[src/rtl/arb_pkg.sv]
// Shared constants for the memory port arbiter.
// Contents: one-hot FSM state encodings, the `last` requester encoding,
// default bus widths, the data value returned on an aborted transaction,
// and the round-robin pick helper.
package arb_pkg;
  localparam logic [2:0] S_IDLE    = 3'b001;
  localparam logic [2:0] S_BUSY_IF = 3'b010;
  localparam logic [2:0] S_BUSY_D  = 3'b100;

  localparam logic REQ_IF = 1'b0;
  localparam logic REQ_D  = 1'b1;

  localparam int ARB_AW = 16;
  localparam int ARB_DW = 16;

  localparam logic [15:0] TIMEOUT_VAL = 16'hFFFF;

  // Returns {take_d, take_if}. On a tie the requester that did not go last wins.
  function automatic logic [1:0] rr_pick(input logic pend_if, input logic pend_d,
                                         input logic last);
    if (pend_if && pend_d) return (last == REQ_IF) ? 2'b10 : 2'b01;
    return {pend_d, pend_if};
  endfunction
endpackage

[src/rtl/mem_port_arbiter_if.sv]
// Bus bundle between the two requesters (fetch IF, mem stage D), the arbiter
// and the single-port memory.
//   slave  : arbiter view (requests + memory response in, grants/done/mem cmd out)
//   master : requester/memory-model view (the reverse)
interface mem_port_arbiter_if #(
  parameter int AW = arb_pkg::ARB_AW,
  parameter int DW = arb_pkg::ARB_DW
);
  logic          req_if;
  logic [AW-1:0] addr_if;
  logic          req_d;
  logic          we_d;
  logic [AW-1:0] addr_d;
  logic [DW-1:0] wdata_d;
  logic          gnt_if;
  logic          gnt_d;
  logic          done_if;
  logic          done_d;
  logic [DW-1:0] rdata;
  logic          err;
  logic          mem_req;
  logic          mem_we;
  logic [AW-1:0] mem_addr;
  logic [DW-1:0] mem_wdata;
  logic [DW-1:0] mem_rdata;
  logic          mem_ack;

  modport slave (
    input  req_if, addr_if, req_d, we_d, addr_d, wdata_d, mem_rdata, mem_ack,
    output gnt_if, gnt_d, done_if, done_d, rdata, err,
           mem_req, mem_we, mem_addr, mem_wdata
  );

  modport master (
    output req_if, addr_if, req_d, we_d, addr_d, wdata_d, mem_rdata, mem_ack,
    input  gnt_if, gnt_d, done_if, done_d, rdata, err,
           mem_req, mem_we, mem_addr, mem_wdata
  );
endinterface

[src/rtl/arb_wdog.sv]
// Transaction watchdog for the memory port arbiter (only built with ARB_TIMEOUT_EN).
// Ports:
//   clk, rst   clock, synchronous active-low reset
//   i_clr      zero the count (asserted on the edge that starts a transaction)
//   i_en       count this cycle (transaction in progress)
//   o_expired  the edge about to be taken is the TIMEOUT-th cycle of the transaction
module arb_wdog #(
  parameter int TIMEOUT = 15
) (
  input  logic clk,
  input  logic rst,
  input  logic i_clr,
  input  logic i_en,
  output logic o_expired
);
  localparam int CW = $clog2(TIMEOUT + 1);

  logic [CW-1:0] r_cnt;

  always_ff @(posedge clk) begin
    if (!rst)       r_cnt <= '0;
    else if (i_clr) r_cnt <= '0;
    else if (i_en)  r_cnt <= r_cnt + CW'(1);
  end

  // Fires one edge early so the abort lands on the edge where the count reaches TIMEOUT.
  assign o_expired = i_en && (r_cnt == CW'(TIMEOUT - 1));
endmodule

[src/rtl/mem_port_arbiter.sv]
// Shares one single-port memory between the fetch stage (IF, read only) and
// the mem stage (D, read/write). One transaction at a time; round-robin on ties.
// Ports:
//   clk, rst  single clock, synchronous active-low reset
//   bus       mem_port_arbiter_if.slave: requester handshakes, grants, done
//             pulses, rdata/err, registered memory command, memory response
// Optional: define ARB_TIMEOUT_EN to abort a transaction after TIMEOUT cycles
// without mem_ack (done + err, rdata = all ones). Without it err stays 0 and
// the arbiter waits for mem_ack indefinitely.
module mem_port_arbiter
  import arb_pkg::*;
#(
  parameter int AW      = ARB_AW,
  parameter int DW      = ARB_DW,
  parameter int TIMEOUT = 15
) (
  input logic                clk,
  input logic                rst,
  mem_port_arbiter_if.slave  bus
);
  logic [2:0]    r_state;
  logic          r_last;
  logic          r_gnt_if, r_gnt_d, r_done_if, r_done_d, r_err;
  logic          r_mem_req, r_mem_we;
  logic [AW-1:0] r_mem_addr;
  logic [DW-1:0] r_mem_wdata, r_rdata;

  logic          w_pend_if, w_pend_d, w_start, w_expired;
  logic [1:0]    w_pick;

  // A requester still showing req while its done pulses has not seen done yet;
  // that req belongs to the finished transaction, so it must not re-grant.
  assign w_pend_if = bus.req_if & ~r_done_if;
  assign w_pend_d  = bus.req_d  & ~r_done_d;
  assign w_pick    = rr_pick(w_pend_if, w_pend_d, r_last);
  assign w_start   = (r_state == S_IDLE) && (w_pick != 2'b00);

`ifdef ARB_TIMEOUT_EN
  arb_wdog #(.TIMEOUT(TIMEOUT)) u_wdog (
    .clk       (clk),
    .rst       (rst),
    .i_clr     (w_start),
    .i_en      (r_state != S_IDLE),
    .o_expired (w_expired)
  );
`else
  logic w_unused_timeout;
  assign w_unused_timeout = ^TIMEOUT;
  assign w_expired        = 1'b0;
`endif

  always_ff @(posedge clk) begin
    if (!rst) begin
      r_state     <= S_IDLE;
      r_last      <= REQ_D;
      r_gnt_if    <= 1'b0;
      r_gnt_d     <= 1'b0;
      r_done_if   <= 1'b0;
      r_done_d    <= 1'b0;
      r_err       <= 1'b0;
      r_mem_req   <= 1'b0;
      r_mem_we    <= 1'b0;
      r_mem_addr  <= '0;
      r_mem_wdata <= '0;
      r_rdata     <= '0;
    end else begin
      r_done_if <= 1'b0;
      r_done_d  <= 1'b0;
      r_err     <= 1'b0;
      case (r_state)
        S_IDLE: begin
          // Done cycle doubles as the turnaround: the state is already IDLE,
          // so a waiting requester is granted on the edge after done.
          if (w_pick[0]) begin
            r_state     <= S_BUSY_IF;
            r_gnt_if    <= 1'b1;
            r_last      <= REQ_IF;
            r_mem_req   <= 1'b1;
            r_mem_we    <= 1'b0;
            r_mem_addr  <= bus.addr_if;
            r_mem_wdata <= '0;
          end else if (w_pick[1]) begin
            r_state     <= S_BUSY_D;
            r_gnt_d     <= 1'b1;
            r_last      <= REQ_D;
            r_mem_req   <= 1'b1;
            r_mem_we    <= bus.we_d;
            r_mem_addr  <= bus.addr_d;
            r_mem_wdata <= bus.wdata_d;
          end
        end
        S_BUSY_IF, S_BUSY_D: begin
          if (bus.mem_ack || w_expired) begin
            r_state   <= S_IDLE;
            r_mem_req <= 1'b0;
            r_gnt_if  <= 1'b0;
            r_gnt_d   <= 1'b0;
            r_done_if <= (r_state == S_BUSY_IF);
            r_done_d  <= (r_state == S_BUSY_D);
            // ack wins over a coincident timeout
            if (bus.mem_ack) begin
              if (!r_mem_we) r_rdata <= bus.mem_rdata;
            end else begin
              r_err   <= 1'b1;
              r_rdata <= DW'(TIMEOUT_VAL);
            end
          end
        end
        default: begin
          r_state   <= S_IDLE;
          r_mem_req <= 1'b0;
          r_gnt_if  <= 1'b0;
          r_gnt_d   <= 1'b0;
        end
      endcase
    end
  end

  assign bus.gnt_if    = r_gnt_if;
  assign bus.gnt_d     = r_gnt_d;
  assign bus.done_if   = r_done_if;
  assign bus.done_d    = r_done_d;
  assign bus.err       = r_err;
  assign bus.rdata     = r_rdata;
  assign bus.mem_req   = r_mem_req;
  assign bus.mem_we    = r_mem_we;
  assign bus.mem_addr  = r_mem_addr;
  assign bus.mem_wdata = r_mem_wdata;
endmodule

[src/flat_wrapper.sv]
// flat-port wrapper written by rule: the top's interface ports become plain ports
module mem_port_arbiter_flat import arb_pkg::*;
#(
  parameter int AW      = ARB_AW,
  parameter int DW      = ARB_DW,
  parameter int TIMEOUT = 15
)
  (clk, rst, bus_req_if, bus_addr_if, bus_req_d, bus_we_d, bus_addr_d, bus_wdata_d, bus_mem_rdata, bus_mem_ack, bus_gnt_if, bus_gnt_d, bus_done_if, bus_done_d, bus_rdata, bus_err, bus_mem_req, bus_mem_we, bus_mem_addr, bus_mem_wdata);
  mem_port_arbiter_if #(.AW(AW), .DW(DW)) bus_i ();
  input logic clk;
  input logic rst;
  input wire logic [$bits(bus_i.req_if)-1:0] bus_req_if;
  input wire logic [$bits(bus_i.addr_if)-1:0] bus_addr_if;
  input wire logic [$bits(bus_i.req_d)-1:0] bus_req_d;
  input wire logic [$bits(bus_i.we_d)-1:0] bus_we_d;
  input wire logic [$bits(bus_i.addr_d)-1:0] bus_addr_d;
  input wire logic [$bits(bus_i.wdata_d)-1:0] bus_wdata_d;
  input wire logic [$bits(bus_i.mem_rdata)-1:0] bus_mem_rdata;
  input wire logic [$bits(bus_i.mem_ack)-1:0] bus_mem_ack;
  output wire logic [$bits(bus_i.gnt_if)-1:0] bus_gnt_if;
  output wire logic [$bits(bus_i.gnt_d)-1:0] bus_gnt_d;
  output wire logic [$bits(bus_i.done_if)-1:0] bus_done_if;
  output wire logic [$bits(bus_i.done_d)-1:0] bus_done_d;
  output wire logic [$bits(bus_i.rdata)-1:0] bus_rdata;
  output wire logic [$bits(bus_i.err)-1:0] bus_err;
  output wire logic [$bits(bus_i.mem_req)-1:0] bus_mem_req;
  output wire logic [$bits(bus_i.mem_we)-1:0] bus_mem_we;
  output wire logic [$bits(bus_i.mem_addr)-1:0] bus_mem_addr;
  output wire logic [$bits(bus_i.mem_wdata)-1:0] bus_mem_wdata;
  assign bus_i.req_if = bus_req_if;
  assign bus_i.addr_if = bus_addr_if;
  assign bus_i.req_d = bus_req_d;
  assign bus_i.we_d = bus_we_d;
  assign bus_i.addr_d = bus_addr_d;
  assign bus_i.wdata_d = bus_wdata_d;
  assign bus_i.mem_rdata = bus_mem_rdata;
  assign bus_i.mem_ack = bus_mem_ack;
  assign bus_gnt_if = bus_i.gnt_if;
  assign bus_gnt_d = bus_i.gnt_d;
  assign bus_done_if = bus_i.done_if;
  assign bus_done_d = bus_i.done_d;
  assign bus_rdata = bus_i.rdata;
  assign bus_err = bus_i.err;
  assign bus_mem_req = bus_i.mem_req;
  assign bus_mem_we = bus_i.mem_we;
  assign bus_mem_addr = bus_i.mem_addr;
  assign bus_mem_wdata = bus_i.mem_wdata;
  mem_port_arbiter #(.AW(AW), .DW(DW), .TIMEOUT(TIMEOUT)) u_core (.clk(clk), .rst(rst), .bus(bus_i));
endmodule
[config.mk]
export PLATFORM = sky130hd
export DESIGN_NAME = mem_port_arbiter_flat
export DESIGN_NICKNAME = d
export VERILOG_FILES = /design/src/rtl/arb_pkg.sv /design/src/rtl/mem_port_arbiter_if.sv /design/src/rtl/arb_wdog.sv /design/src/rtl/mem_port_arbiter.sv /design/src/flat_wrapper.sv
export SDC_FILE = /design/constraint.sdc
export NUM_CORES = 1
export LEC_CHECK = 0
export CAP_MARGIN = 20
export CELL_PAD_IN_SITES_DETAIL_PLACEMENT = 1
export CELL_PAD_IN_SITES_GLOBAL_PLACEMENT = 1
export CORE_MARGIN = 4
export CORE_UTILIZATION = 24
export CTS_CLUSTER_DIAMETER = 50
export DETAILED_ROUTE_END_ITERATION = 12
export HOLD_SLACK_MARGIN = 0.15
export PLACE_DENSITY_LB_ADDON = 0.1
export SYNTH_ARGS = -nofsm -noshare
export SYNTH_HDL_FRONTEND = slang
export SYNTH_SLANG_ARGS = --single-unit
export TNS_END_PERCENT = 50
[constraint.sdc]
create_clock -name clk -period 1.4 [get_ports clk]
set_input_delay 0.28 -clock clk [delete_from_list [all_inputs] [get_ports clk]]
set_output_delay 0.28 -clock clk [all_outputs]
set_load 0.02 [all_outputs]
==> flow_summary.toml <==
[floorplan]
chipHeight_um = 105
rows = 35
die_area_sq_um = 11000
core_sq_um = 9200
die_width_um = 105
start_util = 0.244
ios = 125

[timing]
finalSetupViolCount = 0
fin_crit_sh = 0.997
rsz0062_at_grt = "yes"
hold_slack_ns = 0.349
period_needed_ns = 1.40
finalHoldViolCount = 0
finalMaxSlewViolations = 0
timing.fmax_mhz = 716
fin_worst_skew_ns = 0.0114

[critical_path]
cp_num_buf_inv = 3
crit_required_ns = 1.64
end_kind = "flop"
crit_family = "buffers and inverters"
crit_fanout = 8
worst-r2r-setup-slack_ns = 0.02
r2r-start = "u_core.r_state[1]"
cp_slowest_cell = "clkdlybuf4s50_1"
cpPeakStageDelay_ns = 0.45
cp-start-kind = "input port"
crit_arrival_ns = 1.64
crit_type = "in -> reg"
r2r-end = "u_core.bus.mem_addr[14]"
path_cells = "clkdlybuf4s50_1, nand2b_1, a21boi_4, buf_6, buf_8, o21ai_0, a31oi_1"
r2r_cells = 6

[run]
maxCapViolCount = 0

[synth]
synth_cell_types = 30
ys.warnings.count = 0
avgSynthCellArea_sq_um = 8.14
netlist_area_sq_um = 2250
synth-seq-cells = 58
synth_nets = 346
ys_seq_area_frac = 0.517
synthesis.instances = 276

[placed_design]
gp_congestion = 0.719
port-buffer-count = 123
hpwlAfterDp_um = 5460

[hold_path]
hold_path_class = "in -> reg"
whs_path_depth = 3
min_to = "u_core.r_last"
hp-start = "rst"

[grt]
grt_pass1_vias = 2473
grt_max_degree = 34
grt-ovfl-total = 0
grt_pass1_wl_um = 12100
antenna_found_initial = 0
grt.total_usage = 0.134

[final_layout]
drive_above_1_share = 0.135
syn2layout_area_growth_pct = 79.2
diodes = 0
num-nets-final = 489

[power_and_ir_drop]
irDropWorstVdd_mv = 0.444
p_leak_nw = 1.75
power_mw = 4.50
p_per_area_nw_per_um2 = 1120

[clock_tree]
clockRootBuffer = "clkbuf_8"
htree_levels = 3
tritoncts = "built"
numClockSinks = 58
holdBufCountCts = 0
path_clk_slew_ns = 0.07
numCtsBuffers = 9
clk_latency_ns = 0.32
cts_buffer_depth = 2

[detailed_routing]
via_per_inst = 4.54
wire_per_inst_um = 14.4
drc = 0
num_vias = 2420
drtIter0Drc = 57
dr.pass1.iters = 4
detail-route-antenna-nets = 0
routed_wl_um = 7660

[outcome]
outcome = "finished clean"
-- where the power goes --
part / leakage [nW] / switching [mW] / internal [mW]
Clock: 0.101 / 0.626 / 0.894
Combinational: 1.17 / 0.529 / 0.597
Sequential: 0.475 / 0.0729 / 1.78
Total: 1.75 / 1.23 / 3.27
-- area by class of cell --
class	instances	area (sq um)
multi-input cells	197	1030
fillers	1106	5170
well taps	111	139
clock buffers	11	151
flip-flops and latches	58	1160
repair buffers	153	1500
clock inverters	3	40.0
-- logic make-up (layout without fill, tap and decap cells) --
family | after synthesis | in the layout | share of synthesized area
compound gates | 76 | 76 | 0.214
xor+xnor | 1 | 1 | 0.00390
buf+inv | 21 | 167 | 0.0418
flops | 58 | 58 | 0.517
mux | 1 | 1 | 0.00445
other cells | 1 | 1 | 0.00167
simple gates | 118 | 118 | 0.217
-- worst max path at each step --
| stage | startpoint | to | slack (ns) | cells after the start |
|---|---|---|---|---|
| 2_1_floorplan | u_core.r_state[2] | u_core.r_last | -0.02 | 5 |
| 3_3_place_gp | bus_req_d | u_core.r_state[1] | -0.29 | 6 |
| 3_5_place_dp | bus_req_d | u_core.bus.mem_addr[1] | -0.33 | 6 |
| 4_1_cts | u_core.r_state[0] | u_core.r_state[1] | -0.03 | 5 |
| 5_1_grt | u_core.r_state[0] | u_core.bus.mem_addr[1] | -0.06 | 6 |
| 6_report | bus_req_d | u_core.bus.mem_addr[14] | 0.004 | 7 |
-- tightest hold or removal path: stages --
cell	delay (ns)
buf_2	0.13
buf_12	0.16
nand2_1	0.06
-- repair_timing --
item,4_1_cts,5_1_grt
endpoints found under the setup margin,58,56
buffers inserted,0,9
pin swaps,0,4
resized for setup,54,32
cloned,0,1
-- through the flow --
| stage | instance area, sq um | std cells | worst slack, ns | setup TNS, ns | util |
|---|---|---|---|---|---|
| after floorplan | 2250 | 276 | -0.0234 | -0.238 | - |
| after global placement | 3710 | 509 | -0.290 | -12.93 | 0.404 |
| after detailed placement | 3710 | 509 | -0.334 | -14.85 | 0.404 |
| after CTS | 3840 | 523 | -0.0278 | -0.0536 | 0.417 |
| after global routing | 4030 | 533 | -0.0647 | -0.562 | 0.438 |
| final | 4030 | 533 | 0.00372 | 0 | 0.438 |
-- Yosys cell counts --
cell type | number | area share
o21a_1 | 1 | 0.0033
a22oi_1 | 1 | 0.0033
buf_1 | 1 | 0.0017
or3_1 | 2 | 0.0056
nor3b_1 | 2 | 0.0067
nor2_1 | 2 | 0.0033
nand2b_1 | 3 | 0.0084
buf_2 | 6 | 0.013
nor2b_1 | 2 | 0.0056
o21ai_1 | 1 | 0.0022
nand3b_1 | 1 | 0.0033
a21boi_1 | 10 | 0.033
xnor2_1 | 1 | 0.0039
o21ai_2 | 1 | 0.0039
a21oi_1 | 3 | 0.0067
nor3b_2 | 1 | 0.0056
mux2i_1 | 1 | 0.0045
a21boi_0 | 7 | 0.023
a31oi_1 | 16 | 0.045
clkbuf_1 | 12 | 0.020
a21boi_2 | 1 | 0.0050
o22ai_1 | 17 | 0.047
nand2_1 | 103 | 0.17
o211ai_1 | 1 | 0.0033
nor3_2 | 1 | 0.0045
conb_1 | 1 | 0.0017
nor3_1 | 1 | 0.0022
dfxtp_1 | 58 | 0.52
buf_4 | 2 | 0.0067
o21ai_0 | 17 | 0.038
-- flip-flops by register name (all words and copies together), names as in the netlist --
name / flops
u_core.bus.mem_addr: 16
u_core.bus.mem_wdata: 16
u_core.bus.rdata: 16
u_core.r_state: 3
u_core.bus.done_d: 1
u_core.bus.done_if: 1
u_core.bus.gnt_d: 1
u_core.bus.gnt_if: 1
u_core.bus.mem_req: 1
u_core.bus.mem_we: 1
u_core.r_last: 1
-- metal layers --
layer,track usage,vias up,wire [um]
met5,0,-,0
met4,0.0450,0,68
met3,0.0469,6,543
met2,0.214,73,3570
met1,0.168,1124,3470
li1,-,1217,-
-- cells in the final DEF, fill, tap and decap left out, drive strengths merged, types with 3 or more instances in the layout --
master / instances
a21boi: 18
dfxtp: 58
buf: 30
nand2b: 3
dlygate4sd2: 52
o22ai: 17
nor3b: 3
a21oi: 3
a31oi: 16
o21ai: 19
clkbuf: 12
nand2: 103
clkdlybuf4s50: 68
(Power assumes the default switching activity.)
==> RTL change, RTL diff (same settings) <==
Build with the macro `ARB_TIMEOUT_EN` defined.
--- a/src/rtl/mem_port_arbiter.sv
+++ b/src/rtl/mem_port_arbiter.sv
@@ -7,6 +7,8 @@
 // Optional: define ARB_TIMEOUT_EN to abort a transaction after TIMEOUT cycles
 // without mem_ack (done + err, rdata = all ones). Without it err stays 0 and
 // the arbiter waits for mem_ack indefinitely.
+`define ARB_TIMEOUT_EN
+
 module mem_port_arbiter
   import arb_pkg::*;
 #(
Formal check against the unedited RTL: same outputs for any inputs over 4 cycles, from zero or initial values and one cycle with rst low; that may be too few to reach the edited logic, so the function may still have changed.
==> RTL change against the unedited design <==
- the run now ends with negative setup slack left
- setup slack worse by 210 ps
- sequential cell count is 5 higher
- total power increased by 11%
- first-iteration DRC count decreased by 56%
- area after synthesis is 4.3% higher
- global-route usage rose by 1.7 points
- design area up 18%
- register-to-register slack got worse by 230 ps
- sequential share of layout area shrank 2.2 points
- critical path depth unchanged
- wire length rose by 15%
- highest routed layer unchanged
==> RTL change: results (changes against the unedited design) <==
status:
  status: "finished with violations"
  failed_checks: "negative setup slack"
placement:
  placed_area_mm2: 0.004048  # +9.0%
  gp_congestion: 0.7176  # -0.21%
  dp.cells: 466  # -8.4%
  pre_cts_slack_ps: -587.9  # -253.5 ps
  dp.final_hpwl_um: 5766  # +5.6%
pwr:
  leakage_nw: 2.046  # +17%
  irDropWorstVdd_mv: 0.5445  # +23%
min_path:
  hold_path.class: "flip-flop to flip-flop"
  hold_start: "u_core.bus.mem_addr[2]"
drt:
  vias: 2300  # -5.0%
  routedWlPerCell_um: 17.61  # +23%
  drt_iter0_drc: 25  # -56%
sta:
  finClkSkew_ps: 7.983  # -3.455 ps
  setup_tns_ps: -8681  # -8681 ps
  setup_slack_ps: -209.4  # -213.2 ps
  setup_viol: 59  # +59
setup_path:
  cpPeakStageDelay_ps: 420  # -30 ps
  cp-startpoint: "u_core.r_state[1]"
  path_delay_family: "simple AND/OR/NAND/NOR gates"
  critPathArrivalTime_ps: 1870  # +230 ps
  crit_path_top_delay_cell: "or3b_4"
grt:
  grt_max_degree: 19  # -44%
  grt_pass1_vias: 2484  # +0.44%
  grt_usage_pct: 15.08  # +1.7 points
  grt_pass1_wl_um: 13270  # +9.8%
yosys:
  synth_common_cells: "dfxtp_1 (63), a22o_1 (17), o221a_2 (17), mux2i_1 (16), o2bb2ai_1 (16)"
  synthTopCellsByArea: "dfxtp_1 (54%), o221a_2 (8.2%), mux2i_1 (6.8%), a22o_1 (6.4%), o2bb2ai_1 (6.0%)"
  synth_cell_types: 35  # +17%
  syn-num-nets: 272  # -21%
  synthCells: 200  # -28%
finish:
  fin_cells: 498  # -6.6%
  nets: 436  # -11%
  drive_above_1_share_pct: 31.98  # +18 points
RTL change: changes by cell type in the layout (fill, tap and decap cells not counted), moves of 10 or more:
cell      unedited run  this run
a21boi_1            10         0
a22o_1               0        17
a31oi_1             16         0
mux2i_1              1        16
nand2_1            103         4
o21ai_0             13         2
o221a_4              0        16
o22ai_1             17         0
RTL change: power by group:
group          internal (mW)  switching, mW
logic                  0.781          0.637
registers               1.93         0.0923
clock network          0.864          0.689
RTL change: cell families after synthesis:
logic type / Yosys count / synth area share (%)
DFF: 63 / 53.82
AOI/OAI and AO/OA: 62 / 24.13
and+or+nand+nor: 38 / 9.023
buffers and inverters: 16 / 4.004
muxes: 16 / 6.834
xor gates and xnor gates: 3 / 1.121
adders and majority gates: 2 / 1.068
RTL change: layout make-up:
cell class	count	area, um^2
clock buffer	12	145.1
clock inverter	4	45.04
fill	1012	4612
inverter	1	3.754
multi-input combinational	122	1438
sequential	63	1270
tap	129	161.4
timing repair buffer	167	1697
RTL change: path summary, 6_finish.rpt:
kind / end / slack, ps / cells past startpoint
min: u_core.bus.mem_addr[2] / 460 / 1
min reg2reg: u_core.bus.mem_addr[2] / 460 / 1
max: u_core.bus.mem_addr[14] / -210 / 7
max reg2reg: u_core.bus.mem_addr[14] / -210 / 7
RTL change: worst reg2reg max path: stages, from the launching register on:
cell	delay, ps
dfxtp_4	350
or3b_4	420
a21oi_4	200
buf_6	150
buf_12	100
nand2_8	60
buf_12	150
o2bb2ai_4	120
RTL change: routing by layer:
layer	global-route usage (%)	share of wire, %
met1	17.70	40
met2	24.33	49
met3	6.081	8.9
met4	6.393	2.1
met5	0	0
RTL change: timing repair:
item,4_1_cts,5_1_grt
gates cloned,5,1
resized for setup,95,35
pin swaps,10,22
setup endpoints to repair,113,62
setup buffers,7,6
